`src/rtl/fpmul_op_driver.sv`:
```
// Operand driver for the FP multiplier test interface: buffers (A, B) pairs,
// issues them one at a time over op_valid/op_ready and collects each result over res_valid/res_ready.
//
// Handshakes: a transfer happens on a rising edge where valid && ready are both 1.
// Once valid is raised, it and the data stay stable until that edge.
module fpmul_op_driver #(
    parameter int DW      = 32,
    parameter int DEPTH   = 8,
    parameter int TIMEOUT = 64
) (
    input  logic                       clk,
    input  logic                       rst,
    input  logic                       ld_valid,
    input  logic [DW-1:0]              ld_a,
    input  logic [DW-1:0]              ld_b,
    output logic                       ld_ready,
    input  logic                       start,
    output logic [DW-1:0]              a_out,
    output logic [DW-1:0]              b_out,
    output logic                       op_valid,
    input  logic                       op_ready,
    input  logic [DW-1:0]              res_data,
    input  logic                       res_valid,
    output logic                       res_ready,
    output logic [DW-1:0]              res_out,
    output logic                       res_out_valid,
    output logic [$clog2(DEPTH+1)-1:0] sent_cnt,
    output logic [$clog2(DEPTH+1)-1:0] recv_cnt,
    output logic                       busy,
    output logic                       done,
    output logic                       timeout_err,
    output logic [1:0]                 state_dbg
);
    localparam int AW = $clog2(DEPTH);
    localparam int CW = $clog2(DEPTH + 1);
    localparam int TW = $clog2(TIMEOUT);

    typedef enum logic [1:0] {IDLE, SEND, WAIT_RES, ERR} state_t;

    state_t          state, state_nx;
    logic [DW-1:0]   mem_a [DEPTH];
    logic [DW-1:0]   mem_b [DEPTH];
    logic [AW-1:0]   wr_ptr, rd_ptr;
    logic [CW-1:0]   count;
    logic [TW-1:0]   timer;
    logic            load_fire, op_fire, res_fire, pop, start_go, timed_out;

    assign ld_ready  = rst && (state == IDLE) && (count < CW'(DEPTH));
    assign load_fire = ld_valid && ld_ready;
    assign op_fire   = op_valid && op_ready;
    assign res_fire  = res_valid && res_ready;
    assign pop       = (state == SEND) && op_fire;
    assign start_go  = (state == IDLE) && start && ((count != '0) || load_fire);
    // A result arriving on the final timer cycle takes priority over the timeout.
    assign timed_out = (state == WAIT_RES) && !res_fire && (timer == TW'(TIMEOUT - 1));
    assign busy      = (state == SEND) || (state == WAIT_RES);
    assign state_dbg = state;

    always_comb begin
        state_nx = state;
        case (state)
            IDLE:     if (start_go) state_nx = SEND;
            SEND:     if (op_fire) state_nx = WAIT_RES;
            WAIT_RES: begin
                if (res_fire)       state_nx = (count == '0) ? IDLE : SEND;
                else if (timed_out) state_nx = ERR;
            end
            default:  state_nx = ERR;
        endcase
    end

    always_ff @(posedge clk) begin
        if (!rst) state <= IDLE;
        else      state <= state_nx;
    end

    always_ff @(posedge clk) begin
        if (load_fire) begin
            mem_a[wr_ptr] <= ld_a;
            mem_b[wr_ptr] <= ld_b;
        end
    end

    always_ff @(posedge clk) begin
        if (!rst) begin
            wr_ptr <= '0;
            rd_ptr <= '0;
            count  <= '0;
        end else begin
            if (load_fire) wr_ptr <= wr_ptr + AW'(1);
            if (pop)       rd_ptr <= rd_ptr + AW'(1);
            count <= count + CW'(load_fire) - CW'(pop);
        end
    end

    always_ff @(posedge clk) begin
        if (!rst) begin
            a_out         <= '0;
            b_out         <= '0;
            op_valid      <= 1'b0;
            res_ready     <= 1'b0;
            res_out       <= '0;
            res_out_valid <= 1'b0;
            sent_cnt      <= '0;
            recv_cnt      <= '0;
            done          <= 1'b0;
            timeout_err   <= 1'b0;
            timer         <= '0;
        end else begin
            res_out_valid <= 1'b0;
            done          <= 1'b0;
            case (state)
                IDLE: begin
                    if (start_go) begin
                        sent_cnt <= '0;
                        recv_cnt <= '0;
                        op_valid <= 1'b1;
                        // With an empty buffer the head is the pair being loaded right now.
                        a_out    <= (count != '0) ? mem_a[rd_ptr] : ld_a;
                        b_out    <= (count != '0) ? mem_b[rd_ptr] : ld_b;
                    end
                end
                SEND: begin
                    if (op_fire) begin
                        op_valid  <= 1'b0;
                        res_ready <= 1'b1;
                        timer     <= '0;
                        sent_cnt  <= (sent_cnt == CW'(DEPTH)) ? sent_cnt : sent_cnt + CW'(1);
                    end
                end
                WAIT_RES: begin
                    timer <= timer + TW'(1);
                    if (res_fire) begin
                        res_out       <= res_data;
                        res_out_valid <= 1'b1;
                        res_ready     <= 1'b0;
                        recv_cnt      <= (recv_cnt == CW'(DEPTH)) ? recv_cnt : recv_cnt + CW'(1);
                        if (count == '0) begin
                            done <= 1'b1;
                        end else begin
                            a_out    <= mem_a[rd_ptr];
                            b_out    <= mem_b[rd_ptr];
                            op_valid <= 1'b1;
                        end
                    end else if (timed_out) begin
                        timeout_err <= 1'b1;
                        res_ready   <= 1'b0;
                    end
                end
                default: begin
                    op_valid  <= 1'b0;
                    res_ready <= 1'b0;
                end
            endcase
        end
    end
endmodule

```
`config.mk`:
```
export PLATFORM = sky130hd
export DESIGN_NAME = fpmul_op_driver
export DESIGN_NICKNAME = d
export VERILOG_FILES = /design/src/rtl/fpmul_op_driver.sv
export SDC_FILE = /design/constraint.sdc
export NUM_CORES = 1
export LEC_CHECK = 0
export CORE_MARGIN = 2
export CORE_UTILIZATION = 45
export DETAILED_ROUTE_END_ITERATION = 7
export PLACE_DENSITY = 0.65
export SLEW_MARGIN = 20
export SYNTH_ARGS = -nofsm -noshare
export SYNTH_HDL_FRONTEND = slang
export SYNTH_SLANG_ARGS = --single-unit
```
`constraint.sdc`:
```
create_clock -name clk -period 13.1 [get_ports clk]
set_clock_uncertainty 0.15 [all_clocks]
set_input_delay 2.62 -clock clk [delete_from_list [all_inputs] [get_ports clk]]
set_output_delay 2.62 -clock clk [all_outputs]
set_load 0.02 [all_outputs]
```
==> results.toml <==
[timing]
tns_ns = 0
finalCritPeriodShare_pct = 50.5
rsz0062_at_grt = "no"
setup_slack_ns = 6.48
setup_viol = 0
finalMaxSlewViolations = 0
hold_viol = 0
relSlewSlack_pct = 27.7
fmax_mhz = 151
worst_pin_slew_ns = 1.08
fin_crit_ns = 6.62

[flow_run]
drv_cap = 0

[clocking]
ctsHtreeMaxLevel = 3
cts_inserted_buffers = 68
cts_root_buf = "clkbuf_16"
cts-hold-fix-buffers = 0
clock_sinks = 642
cts_tree = "built"
clock_path_buffers = 3
path_clk_slew_ns = 0.05
post_cts_buffers = 0
clk_latency_ns = 0.59
cts_resized = 0

[routing]
viasPerCell = 5.62
drt-pass1-iter-count = 6
highest_layer = "met5"
met3_length_um = 3960
wl_met2_um = 29900
final_antenna_net_count = 0
avgRoutedWirePerCell_um = 22.7
wirelength_um = 60700
wl_met1_um = 25400
vias = 15008
drt_iter0_drc = 1163
drcViolationCount = 0

[layout]
final_cell_mix = "512 x edfxtp_1, 258 x mux2i_1, 213 x clkdlybuf4s50_1, 144 x nand2_1, 129 x dfxtp_1"
drive_gt1_share_pct = 7.60
areaGrowthSynthToFinish_pct = 20.1
final_common_cell = "edfxtp_1"
final_net_count = 1988

[placement]
hpwl_um = 32300
place_congestion = 0.727
place_ws_ns = 6.44
io_buffers = 214

[pwr]
p_clk_share_pct = 34.7
ir_worst_vdd_uv = 233
p_leak_nw = 9.49
switchingPower_mw = 1.49
sw_frac_of_total_pct = 28.3
power.density_nw_per_um2 = 175
seqPwrFrac_pct = 45.8
combPwrFrac_pct = 19.4
p_int_mw = 3.78

[yosys]
synth_seq_cells = 642
avgSynthCellArea_um2 = 15.0
ys_seq_area_share_pct = 71.6
syn-instance-count = 1673
synth-edff-count = 512
synth_cell_types = 49
synth_warnings = 0
async_reset_ff_share_pct = 0
synth_flop_cell = "edfxtp_1"
synth_nets = 1792
syn-cell-area_um2 = 25100

[critical_path]
critPathArrivalTime_ns = 3.85
startpoint_type = "primary input"
required_ns = 10.33
worstSetupPathType = "in -> out"
cp_max_fo = 59
endpoint_kind = "output port"

[grt]
grt_pass1_wl_um = 90600
grt_usage_pct = 20.9
grt_pass1_vias = 15006
antenna_found_initial = 5
grt-ovfl-total = 0
grt_max_degree = 76

[floorplan]
pin_count = 215
die-area_um2 = 57700
die_h_um = 240
num_rows = 86
start_util_pct = 45.6
core_area_um2 = 55100
die_x_um = 240

[worst_hold_path]
hold_path.class = "reg -> reg"

[run_status]
outcome = "finished clean"
==> state kept, by name, indices dropped and copies added (netlist names), 4 cells and up, named ones only <==
signal	cells
mem_a	256
mem_b	256
a_out	32
b_out	32
res_out	32
timer	6
count	4
recv_cnt	4
sent_cnt	4
==> layout make-up <==
| cell class | count | area, um^2 |
|---|---|---|
| flip-flops and latches | 642 | 18000 |
| repair buffers | 242 | 2350 |
| fillers | 4406 | 24900 |
| well taps | 748 | 936 |
| diodes | 2 | 5.00 |
| clock buffers | 99 | 1940 |
| inverters | 17 | 66.3 |
| multi-input cells | 898 | 6690 |
| clock inverters | 22 | 183 |
==> critical path, stage by stage <==
cell	delay, ns
buf_4	0.40
and3_1	0.23
clkdlybuf4s50_1	0.60
==> cells by family (layout without fill, tap and decap cells) <==
family                   count (synthesis)  count (layout)  share of synthesized area (%)
flip-flops                             642             642                           71.6
AO/OA/AOI/OAI                          336             336                           9.65
AND/OR/NAND/NOR                        279             279                           5.11
multiplexers                           258             258                           10.3
buffers and inverters                  133             380                           2.16
adder cells (fa/ha/maj)                 17              17                          0.877
XOR/XNOR                                 8               8                          0.279
other                                    0               2                              0
==> cells in the mapped netlist, types with 2 or more instances <==
| cell type | n | area [um^2] |
|---|---|---|
| buf_1 | 13 | 48.8 |
| nand3_1 | 73 | 365 |
| nand2_1 | 145 | 544 |
| o31a_1 | 2 | 17.5 |
| xor2_1 | 2 | 17.5 |
| o22ai_1 | 3 | 18.8 |
| ha_1 | 16 | 200 |
| clkbuf_1 | 71 | 267 |
| a21boi_1 | 4 | 30.0 |
| o21ai_0 | 8 | 40.0 |
| nand3b_1 | 3 | 22.5 |
| and3_1 | 3 | 18.8 |
| a221oi_1 | 2 | 17.5 |
| o211a_1 | 2 | 20.0 |
| buf_2 | 32 | 160 |
| inv_1 | 16 | 60.1 |
| nand4b_1 | 2 | 17.5 |
| nand4_1 | 2 | 12.5 |
| dfxtp_1 | 130 | 2600 |
| nor2_1 | 10 | 37.5 |
| nor2b_1 | 7 | 43.8 |
| a31oi_1 | 64 | 400 |
| edfxtp_1 | 512 | 15400 |
| nand2b_1 | 2 | 12.5 |
| xnor2_1 | 6 | 52.6 |
| a21o_1 | 3 | 22.5 |
| o21a_1 | 6 | 45.0 |
| o31ai_1 | 64 | 480 |
| a21boi_0 | 36 | 270 |
| a22oi_1 | 128 | 961 |
| nor4_1 | 3 | 18.8 |
| a211oi_1 | 3 | 22.5 |
| a21oi_1 | 6 | 30.0 |
| nor3_1 | 8 | 40.0 |
| and2_1 | 13 | 81.3 |
| mux2i_1 | 258 | 2580 |
| or3_1 | 3 | 18.8 |
==> layer usage <==
| metal | up-vias | GRT usage, % |
|---|---|---|
| li1 | 6897 | - |
| met1 | 7486 | 26.9 |
| met2 | 499 | 35.7 |
| met3 | 118 | 4.54 |
| met4 | 8 | 6.06 |
| met5 | - | 0 |
==> final timing paths <==
path,start,end,slack [ns],depth (start not counted)
max,rst,ld_ready,6.48,3
min,res_out[24]$_SDFFE_PN0P_,res_out[24]$_SDFFE_PN0P_,0.31,2
max reg2reg,state_dbg[0]$_SDFFE_PN0P_,b_out[17]$_SDFFE_PN0P_,8.76,8
min reg2reg,res_out[24]$_SDFFE_PN0P_,res_out[24]$_SDFFE_PN0P_,0.31,2
==> per-stage QoR <==
step                      util [%]  cell area (um^2)  hold slack [ns]  cells  power (mW)
after floorplan                  -             25100            0.327   1673        3.02
after global placement        50.8             28000            0.300   2547        3.47
after detailed placement      50.9             28000            0.307   2547        3.49
after CTS                     54.7             30100            0.315   2668        5.32
after global routing          54.7             30200            0.340   2669        5.48
final                         54.7             30200            0.311   2670        5.27
==> power groups by stage <==
stage | Combinational [mW] | Clock, mW | Sequential, mW
floorplan | 0.506 | 0 | 2.52
global placement | 1.01 | 0 | 2.46
detailed placement | 1.03 | 0 | 2.46
CTS | 1.03 | 1.87 | 2.42
global route | 1.10 | 1.95 | 2.43
finish | 1.03 | 1.83 | 2.42
Power figures use the tool's default switching activity.
